$ cat src/rtl/mem_if_pkg.sv
// Definitions shared by the data- and instruction-side memory responders:
// FSM state encoding, access-size codes, default AXI ID and AXI size mapping.
package mem_if_pkg;

  typedef enum logic [2:0] {
    IDLE = 3'd0,
    AR   = 3'd1,
    R    = 3'd2,
    AW   = 3'd3,
    B    = 3'd4,
    RESP = 3'd5
  } mem_state_e;

  localparam logic [1:0] SZ_BYTE = 2'd0;
  localparam logic [1:0] SZ_HALF = 2'd1;
  localparam logic [1:0] SZ_WORD = 2'd2;

  localparam logic [3:0] AXI_ID_DEFAULT = 4'd1;

  // AXI encodes bytes-per-beat as log2, which is exactly the request size code.
  function automatic logic [2:0] axi_size(input logic [1:0] size);
    return {1'b0, size};
  endfunction

endpackage

$ cat src/rtl/data_mem_responder_if.sv
// Bundle of the data-cache request/response handshake and the single-beat AXI
// channels seen by data_mem_responder (slave) and its environment (master).
interface data_mem_responder_if #(
  parameter int unsigned ADDR_W = 32,
  parameter int unsigned DATA_W = 32
);

  // Request / response side
  logic              req;
  logic              wr;
  logic [1:0]        size;
  logic [ADDR_W-1:0] addr;
  logic [3:0]        wstrb;
  logic [DATA_W-1:0] wdata;
  logic              addr_ok;
  logic              data_ok;
  logic [DATA_W-1:0] rdata;
  logic              resp_ready;
  logic              cancel;

  // AXI read channels
  logic [3:0]        arid;
  logic [ADDR_W-1:0] araddr;
  logic [2:0]        arsize;
  logic              arvalid;
  logic              arready;
  logic [DATA_W-1:0] rdata_axi;
  logic              rvalid;
  logic              rready;

  // AXI write channels
  logic [3:0]        awid;
  logic [ADDR_W-1:0] awaddr;
  logic [2:0]        awsize;
  logic              awvalid;
  logic              awready;
  logic [DATA_W-1:0] wdata_axi;
  logic [3:0]        wstrb_axi;
  logic              wlast;
  logic              wvalid;
  logic              wready;
  logic              bvalid;
  logic              bready;

  modport slave (
    input  req, wr, size, addr, wstrb, wdata, resp_ready, cancel,
    output addr_ok, data_ok, rdata,
    output arid, araddr, arsize, arvalid,
    input  arready,
    input  rdata_axi, rvalid,
    output rready,
    output awid, awaddr, awsize, awvalid,
    input  awready,
    output wdata_axi, wstrb_axi, wlast, wvalid,
    input  wready,
    input  bvalid,
    output bready
  );

  modport master (
    output req, wr, size, addr, wstrb, wdata, resp_ready, cancel,
    input  addr_ok, data_ok, rdata,
    input  arid, araddr, arsize, arvalid,
    output arready,
    output rdata_axi, rvalid,
    input  rready,
    input  awid, awaddr, awsize, awvalid,
    output awready,
    input  wdata_axi, wstrb_axi, wlast, wvalid,
    output wready,
    output bvalid,
    input  bready
  );

endinterface

$ cat src/rtl/data_mem_responder.sv
// Data-cache responder: one load/store at a time turned into a single-beat AXI
// transaction. Define DATA_EARLY_WACK_EN to acknowledge stores before bvalid.
module data_mem_responder
  import mem_if_pkg::*;
#(
  parameter int unsigned ADDR_W = 32,
  parameter int unsigned DATA_W = 32,
  parameter logic [3:0]  AXI_ID = AXI_ID_DEFAULT
) (
  input logic           clk,
  input logic           reset,
  data_mem_responder_if.slave bus
);

`ifdef DATA_EARLY_WACK_EN
  localparam bit EARLY_WACK = 1'b1;
`else
  localparam bit EARLY_WACK = 1'b0;
`endif

  mem_state_e        state_q, state_d;

  logic              drop_q;
  logic              aw_done_q;
  logic              w_done_q;
  logic              acked_q;

  logic              wr_q;
  logic [1:0]        size_q;
  logic [ADDR_W-1:0] addr_q;
  logic [3:0]        wstrb_q;
  logic [DATA_W-1:0] wdata_q;
  logic [DATA_W-1:0] rdata_q;

  logic accept;
  logic ar_hs, r_hs, aw_hs, w_hs, b_hs;
  logic aw_fin, w_fin;
  logic drop_now;
  logic cancel_able;
  logic resp_cancel;
  logic early_pending;

  assign accept   = (state_q == IDLE) && bus.req && !bus.cancel;

  assign ar_hs    = bus.arvalid && bus.arready;
  assign r_hs     = bus.rready  && bus.rvalid;
  assign aw_hs    = bus.awvalid && bus.awready;
  assign w_hs     = bus.wvalid  && bus.wready;
  assign b_hs     = bus.bready  && bus.bvalid;

  assign aw_fin   = aw_done_q || aw_hs;
  assign w_fin    = w_done_q  || w_hs;

  // A flush arriving in the completion cycle suppresses that response too.
  assign drop_now = drop_q || bus.cancel;

  // With early store acks, B only drains bvalid; the response is already owed.
  assign cancel_able = (state_q == AR) || (state_q == R) || (state_q == AW) ||
                       ((state_q == B) && !EARLY_WACK);

  assign early_pending = EARLY_WACK && (state_q == B) && !drop_q && !acked_q;

  // Once an early store ack is pending or given, a flush can no longer revoke it.
  assign resp_cancel = bus.cancel && !(EARLY_WACK && wr_q);

  // ---------------------------------------------------------------------------
  // State register
  // ---------------------------------------------------------------------------
  // NOTE: sequential state uses non-blocking (<=) so every flop samples the
  // pre-edge values of its peers, matching real register behaviour.
  always_ff @(posedge clk) begin
    if (reset) begin
      state_q <= IDLE;
    end else begin
      state_q <= state_d;
    end
  end

  // ---------------------------------------------------------------------------
  // Next-state logic
  // ---------------------------------------------------------------------------
  always_comb begin
    // NOTE: assign a default before the case so no path leaves state_d
    // unassigned, which would otherwise infer a latch.
    state_d = state_q;
    case (state_q)
      IDLE: if (accept) state_d = bus.wr ? AW : AR;
      AR:   if (ar_hs)  state_d = R;
      R:    if (r_hs)   state_d = drop_now ? IDLE : RESP;
      AW:   if (aw_fin && w_fin) state_d = B;
      B: begin
        if (b_hs) begin
          if (EARLY_WACK) begin
            state_d = (early_pending && !bus.resp_ready) ? RESP : IDLE;
          end else begin
            state_d = drop_now ? IDLE : RESP;
          end
        end
      end
      RESP: if (bus.resp_ready || resp_cancel) state_d = IDLE;
      default: state_d = IDLE;
    endcase
  end

  // ---------------------------------------------------------------------------
  // Output decode (Moore: depends on state and per-transaction flags only)
  // ---------------------------------------------------------------------------
  always_comb begin
    bus.addr_ok = 1'b0;
    bus.data_ok = 1'b0;
    bus.arvalid = 1'b0;
    bus.rready  = 1'b0;
    bus.awvalid = 1'b0;
    bus.wvalid  = 1'b0;
    bus.bready  = 1'b0;
    case (state_q)
      IDLE: bus.addr_ok = 1'b1;
      AR:   bus.arvalid = 1'b1;
      R:    bus.rready  = 1'b1;
      AW: begin
        bus.awvalid = !aw_done_q;
        bus.wvalid  = !w_done_q;
      end
      B: begin
        bus.bready  = 1'b1;
        bus.data_ok = early_pending;
      end
      RESP: bus.data_ok = 1'b1;
      default: ;
    endcase
  end

  assign bus.rdata     = rdata_q;

  assign bus.arid      = AXI_ID;
  assign bus.araddr    = addr_q;
  assign bus.arsize    = axi_size(size_q);

  assign bus.awid      = AXI_ID;
  assign bus.awaddr    = addr_q;
  assign bus.awsize    = axi_size(size_q);
  assign bus.wdata_axi = wdata_q;
  assign bus.wstrb_axi = wstrb_q;
  assign bus.wlast     = 1'b1;

  // ---------------------------------------------------------------------------
  // Request latch, channel-completion flags, drop flag and load data
  // ---------------------------------------------------------------------------
  always_ff @(posedge clk) begin
    if (reset) begin
      wr_q      <= 1'b0;
      size_q    <= SZ_BYTE;
      addr_q    <= '0;
      wstrb_q   <= '0;
      wdata_q   <= '0;
      rdata_q   <= '0;
      aw_done_q <= 1'b0;
      w_done_q  <= 1'b0;
      drop_q    <= 1'b0;
      acked_q   <= 1'b0;
    end else begin
      if (accept) begin
        wr_q      <= bus.wr;
        size_q    <= bus.size;
        addr_q    <= bus.addr;
        wstrb_q   <= bus.wstrb;
        wdata_q   <= bus.wdata;
        aw_done_q <= 1'b0;
        w_done_q  <= 1'b0;
        acked_q   <= 1'b0;
        // Stores report a zero word.
        if (bus.wr) rdata_q <= '0;
      end

      if (aw_hs) aw_done_q <= 1'b1;
      if (w_hs)  w_done_q  <= 1'b1;
      if (r_hs)  rdata_q   <= bus.rdata_axi;

      if ((state_q == B) && bus.data_ok && bus.resp_ready) acked_q <= 1'b1;

      if (state_d == IDLE) begin
        drop_q <= 1'b0;
      end else if (bus.cancel && cancel_able) begin
        drop_q <= 1'b1;
      end
    end
  end

endmodule

$ cat src/flat_wrapper.sv
// flat-port wrapper written by rule: the top's interface ports become plain ports
module data_mem_responder_flat import mem_if_pkg::*;
#(
  parameter int unsigned ADDR_W = 32,
  parameter int unsigned DATA_W = 32,
  parameter logic [3:0]  AXI_ID = AXI_ID_DEFAULT
)
  (clk, reset, bus_req, bus_wr, bus_size, bus_addr, bus_wstrb, bus_wdata, bus_resp_ready, bus_cancel, bus_addr_ok, bus_data_ok, bus_rdata, bus_arid, bus_araddr, bus_arsize, bus_arvalid, bus_arready, bus_rdata_axi, bus_rvalid, bus_rready, bus_awid, bus_awaddr, bus_awsize, bus_awvalid, bus_awready, bus_wdata_axi, bus_wstrb_axi, bus_wlast, bus_wvalid, bus_wready, bus_bvalid, bus_bready);
  data_mem_responder_if #(.ADDR_W(ADDR_W), .DATA_W(DATA_W)) bus_i ();
  input logic clk;
  input logic reset;
  input wire logic [$bits(bus_i.req)-1:0] bus_req;
  input wire logic [$bits(bus_i.wr)-1:0] bus_wr;
  input wire logic [$bits(bus_i.size)-1:0] bus_size;
  input wire logic [$bits(bus_i.addr)-1:0] bus_addr;
  input wire logic [$bits(bus_i.wstrb)-1:0] bus_wstrb;
  input wire logic [$bits(bus_i.wdata)-1:0] bus_wdata;
  input wire logic [$bits(bus_i.resp_ready)-1:0] bus_resp_ready;
  input wire logic [$bits(bus_i.cancel)-1:0] bus_cancel;
  output wire logic [$bits(bus_i.addr_ok)-1:0] bus_addr_ok;
  output wire logic [$bits(bus_i.data_ok)-1:0] bus_data_ok;
  output wire logic [$bits(bus_i.rdata)-1:0] bus_rdata;
  output wire logic [$bits(bus_i.arid)-1:0] bus_arid;
  output wire logic [$bits(bus_i.araddr)-1:0] bus_araddr;
  output wire logic [$bits(bus_i.arsize)-1:0] bus_arsize;
  output wire logic [$bits(bus_i.arvalid)-1:0] bus_arvalid;
  input wire logic [$bits(bus_i.arready)-1:0] bus_arready;
  input wire logic [$bits(bus_i.rdata_axi)-1:0] bus_rdata_axi;
  input wire logic [$bits(bus_i.rvalid)-1:0] bus_rvalid;
  output wire logic [$bits(bus_i.rready)-1:0] bus_rready;
  output wire logic [$bits(bus_i.awid)-1:0] bus_awid;
  output wire logic [$bits(bus_i.awaddr)-1:0] bus_awaddr;
  output wire logic [$bits(bus_i.awsize)-1:0] bus_awsize;
  output wire logic [$bits(bus_i.awvalid)-1:0] bus_awvalid;
  input wire logic [$bits(bus_i.awready)-1:0] bus_awready;
  output wire logic [$bits(bus_i.wdata_axi)-1:0] bus_wdata_axi;
  output wire logic [$bits(bus_i.wstrb_axi)-1:0] bus_wstrb_axi;
  output wire logic [$bits(bus_i.wlast)-1:0] bus_wlast;
  output wire logic [$bits(bus_i.wvalid)-1:0] bus_wvalid;
  input wire logic [$bits(bus_i.wready)-1:0] bus_wready;
  input wire logic [$bits(bus_i.bvalid)-1:0] bus_bvalid;
  output wire logic [$bits(bus_i.bready)-1:0] bus_bready;
  assign bus_i.req = bus_req;
  assign bus_i.wr = bus_wr;
  assign bus_i.size = bus_size;
  assign bus_i.addr = bus_addr;
  assign bus_i.wstrb = bus_wstrb;
  assign bus_i.wdata = bus_wdata;
  assign bus_i.resp_ready = bus_resp_ready;
  assign bus_i.cancel = bus_cancel;
  assign bus_addr_ok = bus_i.addr_ok;
  assign bus_data_ok = bus_i.data_ok;
  assign bus_rdata = bus_i.rdata;
  assign bus_arid = bus_i.arid;
  assign bus_araddr = bus_i.araddr;
  assign bus_arsize = bus_i.arsize;
  assign bus_arvalid = bus_i.arvalid;
  assign bus_i.arready = bus_arready;
  assign bus_i.rdata_axi = bus_rdata_axi;
  assign bus_i.rvalid = bus_rvalid;
  assign bus_rready = bus_i.rready;
  assign bus_awid = bus_i.awid;
  assign bus_awaddr = bus_i.awaddr;
  assign bus_awsize = bus_i.awsize;
  assign bus_awvalid = bus_i.awvalid;
  assign bus_i.awready = bus_awready;
  assign bus_wdata_axi = bus_i.wdata_axi;
  assign bus_wstrb_axi = bus_i.wstrb_axi;
  assign bus_wlast = bus_i.wlast;
  assign bus_wvalid = bus_i.wvalid;
  assign bus_i.wready = bus_wready;
  assign bus_i.bvalid = bus_bvalid;
  assign bus_bready = bus_i.bready;
  data_mem_responder #(.ADDR_W(ADDR_W), .DATA_W(DATA_W), .AXI_ID(AXI_ID)) u_core (.clk(clk), .reset(reset), .bus(bus_i));
endmodule
$ cat config.mk
export PLATFORM = sky130hd
export DESIGN_NAME = data_mem_responder_flat
export DESIGN_NICKNAME = d
export VERILOG_FILES = /design/src/rtl/mem_if_pkg.sv /design/src/rtl/data_mem_responder_if.sv /design/src/rtl/data_mem_responder.sv /design/src/flat_wrapper.sv
export SDC_FILE = /design/constraint.sdc
export NUM_CORES = 1
export LEC_CHECK = 0
export ABC_AREA = 1
export CAP_MARGIN = 10
export CORE_MARGIN = 2
export CORE_UTILIZATION = 37
export DETAILED_ROUTE_END_ITERATION = 8
export PLACE_DENSITY_LB_ADDON = 0.15
export SYNTH_ARGS = -nofsm -noshare
export SYNTH_HDL_FRONTEND = slang
export SYNTH_SLANG_ARGS = --single-unit
$ cat constraint.sdc
create_clock -name clk -period 1.67 [get_ports clk]
set_clock_uncertainty 0.1 [all_clocks]
set_input_delay 0.4175 -clock clk [delete_from_list [all_inputs] [get_ports clk]]
set_output_delay 0.4175 -clock clk [all_outputs]
set_load 0.005 [all_outputs]
# After elaboration in Yosys (flattened, before gate mapping)
# Index checks and enable logic that the tools add are counted.
dict set report op_classes {
  n_addsub 0
  n_mul 0
  div_mod_pow 0
  order_cmp 0
  n_eq_ne 5
  shifts 0
  muxes 22
  n_bitwise 0
  n_reduce_logical 27
}
# operator count
set ops {}
lappend ops {{32-bit two-way mux} 3}
lappend ops {{3-bit two-way mux} 7}
lappend ops {{3-bit one-hot mux with 6 select lines} 1}
lappend ops {{1-bit two-way mux} 10}
lappend ops {{1-bit logical AND} 9}
lappend ops {{2-bit nonzero test} 4}
lappend ops {{1-bit logical OR} 7}
lappend ops {{3-bit by 2-bit equality test with 1-bit output (second input constant)} 2}
lappend ops {{3-bit equality test (second input constant)} 2}
lappend ops {{3-bit logical NOT} 2}
lappend ops {{3-bit by 1-bit equality test with 1-bit output (second input constant)} 1}
lappend ops {{1-bit logical NOT} 3}
lappend ops {{2-bit two-way mux} 1}
lappend ops {{2-bit AND reduction} 1}
lappend ops {{2-bit OR reduction} 1}
dict set report word_totals {
  regBits 108
  latchBits 0
  mem_bits_rw 0
  mem_bits_ro 0
  in_bits 113
  out_inout_bits 154
  wordCells 63
  mem_count 0
}

# Logic depth before layout (Yosys ltp)
dict set report logic_depth {
  word_depth 9
  ltp_mapped 10
  depth_no_buf 9
}

# Worst setup path before layout
# OpenSTA, ideal clock, no wires.
dict set report synth_path {
  path_type {reg-to-reg}
  startpoint {reg u_core.state_q[0]}
  endpoint {reg u_core.rdata_q[10] (netlist: u_core.bus.rdata[10])}
  t_arrival_ns 1.162
  t_required_ns 1.438
  slack_ns 0.275
  stages_incl_launch_ff 9
  synth_period_minus_slack_ns 1.395
  path_cell_list {dfxtp_1 > buf_4 > nor2_4 > nand4_4 > nor2_2 > nor2_4 > buf_6 > nand2_1 > a21oi_1}
}
dict set report synth_between {
  elab_chain_cells 5
  elab_cells_between_ends 10
  cone_classes {eq/ne (1); mux (2); reduce/logical (7)}
}
# item line_no
set synth_lines {}
lappend synth_lines {{start: declaration} data_mem_responder.sv:21} ;# mem_state_e state_q, state_d;
lappend synth_lines {{start signal: assignment} data_mem_responder.sv:75} ;# state_q <= state_d;
lappend synth_lines {{3-bit by 2-bit equality test with 1-bit output or 3-bit logical NOT (tied branches)} {data_mem_responder.sv:116, data_mem_responder.sv:43}}
lappend synth_lines {{1-bit two-way mux or 1-bit logical AND (tied branches)} {data_mem_responder.sv:116, data_mem_responder.sv:43}}
lappend synth_lines {{1-bit logical AND, on equally long branches} {data_mem_responder.sv:46, data_mem_responder.sv:43}}
lappend synth_lines {{2-bit nonzero test (no line)} --}
lappend synth_lines {{2-bit AND reduction (no line)} --}
lappend synth_lines {{end signal: assignment} data_mem_responder.sv:177} ;# if (r_hs) rdata_q <= bus.rdata_axi;
lappend synth_lines {{end: declaration} data_mem_responder.sv:33} ;# logic [DATA_W-1:0] rdata_q;
# Several ways; a longest one is shown, not always the timed one.
# A chain may end at the register's enable or synchronous reset.

# Worst setup path after layout
dict set report layout_path {
  startpoint {reg u_core.state_q[1]}
  endpoint {out bus_bready}
}
dict set report layout_between {
  elab_chain_cells 2
}
# item line_no
set layout_lines {}
lappend layout_lines {{3-bit equality test} data_mem_responder.sv:116} ;# case (state_q)
lappend layout_lines {{1-bit two-way mux} data_mem_responder.sv:116}
lappend layout_lines {{end: declaration} flat_wrapper.sv:42} ;# output wire logic [$bits(bus_i.bready)-1:0] bus_bready;
# No other way between the ends.

==> metrics.cfg <==
[place]
place_inst = 925
io_buffer_count = 255
dp_hpwl_um = 9780
gp_congestion = 0.764
pre_cts_slack_ps = -367

[layout]
drive_gt1_share_pct = 15.6
layout.cells.non_filler = 950
final_util_pct = 62.9
nNetsFinal = 915
num-fill-cells = 1065
area_delta_synth_final_pct = 65.9
n_antenna_cell = 0
final_cell_mix = nor2_1, dlygate4sd2_1, clkdlybuf4s50_1
final_common_cell = nor2_1

[cts]
cts.sinks = 108
cts_tree = yes
clkLatencyLatePin_ps = 340
clk_path_buf_depth = 2
clk_pin_slew_ps = 70
cts-root-buf = clkbuf_16
numCtsBuffers = 9
htreeDepth = 3

[power_and_ir_drop]
p_per_area_nw_per_um2 = 874
p_leak_uw = 0.00343
ir_worst_vdd_mv = 0.519
power_uw = 6310

[die]
die_h_um = 112
design.core.area_um2 = 11500
dieWidth_um = 112
die-area_um2 = 12600
rows = 39
pin_count = 267
start_util_pct = 37.9

[synthesis]
yosys.area.top_type_share_pct = 49.7
synth_edf_count = 0
synth_cells = 567
async_flop_share_pct = 0
ys_seq_area_share_pct = 49.7
synth.yosys.warnings = 0
synth_largest_area_cell = dfxtp_1
synthTopCellsByArea = dfxtp_1, nor2_1, buf_4, o21ai_0, nand2_1
synth_ff_type = dfxtp_1
synth_area_um2 = 4350
synth-seq-cells = 108
synth.distinct_cells = 23
synth_area_per_cell_um2 = 7.67

[sta]
max_freq_mhz = 597
hold_ws_ps = 359
hold_viol = 0
fin_ws_ps = -5.65
drv_slew = 0
fin_crit_sh_pct = 100
rsz0062_at_grt = true
layout_min_cycle_time_ps = 1680
setup_viol = 2

[hold_path]
holdPathEnd = u_core.bus.rdata[12]
hold_start = u_core.bus.rdata[12]
holdPathStages = 2
hold_class = reg2reg

[global_routing]
grt_pass1_wl_um = 21300
grt_max_degree = 42
grt_pass1_vias = 4381
grt-ovfl-total = 0
antenna_found_initial = 0
track_usage_pct = 20.6

[route]
num_vias = 4420
routedWlPerCell_um = 14.0
drtAntennaViolNets = 0
routed_wirelength_um = 13300
first_pass_iters = 4
post-route-drc-count = 0
drt-initial-drc-count = 241
vias_per_cell = 4.65

[flow_run]
drv_cap = 0

[outcome]
status = complete, but fails checks
violations = setup timing

[critical_path]
crit_fanout = 4
worstSetupEndpointType = output port
path_class = reg2out
r2r_slack_ps = 100
startpoint_type = flip-flop
r2r-start = u_core.state_q[1]
reg2reg_to = u_core.bus.araddr[29]
cp.required_ps = 1150
cp.arrival_ps = 1160
r2r_cells = 8

==> worst max-delay path by stage <==
stage	from	to
2_1_floorplan	u_core.state_q[0]	u_core.bus.rdata[10]
3_3_place_gp	bus_cancel	u_core.bus.rdata[22]
3_5_place_dp	bus_cancel	u_core.drop_q
4_1_cts	u_core.state_q[1]	bus_bready
5_1_grt	u_core.state_q[1]	bus_arvalid
6_report	u_core.state_q[1]	bus_bready
==> registers in the layout, summed over array words and instances (netlist names) <==
name,cells
u_core.state_q,3
u_core.bus.wstrb_axi,4
u_core.aw_done_q,1
u_core.bus.rdata,32
u_core.bus.wdata_axi,32
u_core.w_done_q,1
u_core.drop_q,1
u_core.size_q,2
u_core.bus.araddr,32
==> repair_timing <==
item                       4_1_cts  5_1_grt
gates resized for setup        224       15
pin swaps                        4        3
setup endpoints to repair      144       24
cloned                           0        0
hold buffers                     0        0
buffers inserted                10        0
==> through the flow <==
stage	instance area [um2]	TNS [ps]
2_1_floorplan	4380	0
3_3_place_gp	6900	-29240
3_5_place_dp	6900	-32510
4_1_cts	7170	-81.0
5_1_grt	7220	-180
6_report	7220	-6.21
==> power by group <==
group / leakage [uW] / internal [uW] / total, uW / switching, uW
Clock: 0.000146 / 1210 / 2160 / 953
Sequential: 0.000902 / 2770 / 2870 / 101
Combinational: 0.00238 / 725 / 1270 / 549
Total: 0.00343 / 4700 / 6310 / 1600
==> cell usage after synthesis, types with 2 or more instances <==
cell      instances
conb_1            2
buf_6             6
o21ai_0          71
buf_4            53
nor2_2            2
dfxtp_1         108
inv_2             3
nand2_1          82
inv_1            12
nor3_1            3
nor2_1          157
a21oi_1          36
nand3_2           2
nand4_1           3
o21bai_2          2
nor2_4            2
clkbuf_1         17
==> critical path, cell delays in order, from the launching register on <==
cell     delay, ps
dfxtp_4        370
buf_6          130
inv_4           50
nand2_2         60
nor2_4         100
buf_6          110
==> cells by family (layout without fill, tap and decap cells) <==
group / count (synthesis) / in the layout / share of synthesized area (%)
AOI/OAI and AO/OA: 110 / 110 / 13.0
buffers and inverters: 94 / 325 / 13.8
DFF: 108 / 108 / 49.7
other: 2 / 11 / 0.173
and+or+nand+nor: 253 / 253 / 23.3
==> layout make-up <==
cell class | instances | area (um2) | area share [%]
Clock buffer | 11 | 243 | 3.36
Clock inverter | 5 | 60.1 | 0.832
Inverter | 17 | 71.3 | 0.988
Timing Repair Buffer | 292 | 2780 | 38.5
Sequential cell | 108 | 2220 | 30.8
Tap cell | 143 | 179 | 2.48
Multi-Input combinational cell | 374 | 1670 | 23.1
==> routing by layer <==
layer	routed length [um]	global-route usage, %
met5	0	0
met4	252	7.15
met3	919	4.70
met2	6740	37.6
met1	5390	23.7
Note: power is estimated with default switching activity, not from simulation.
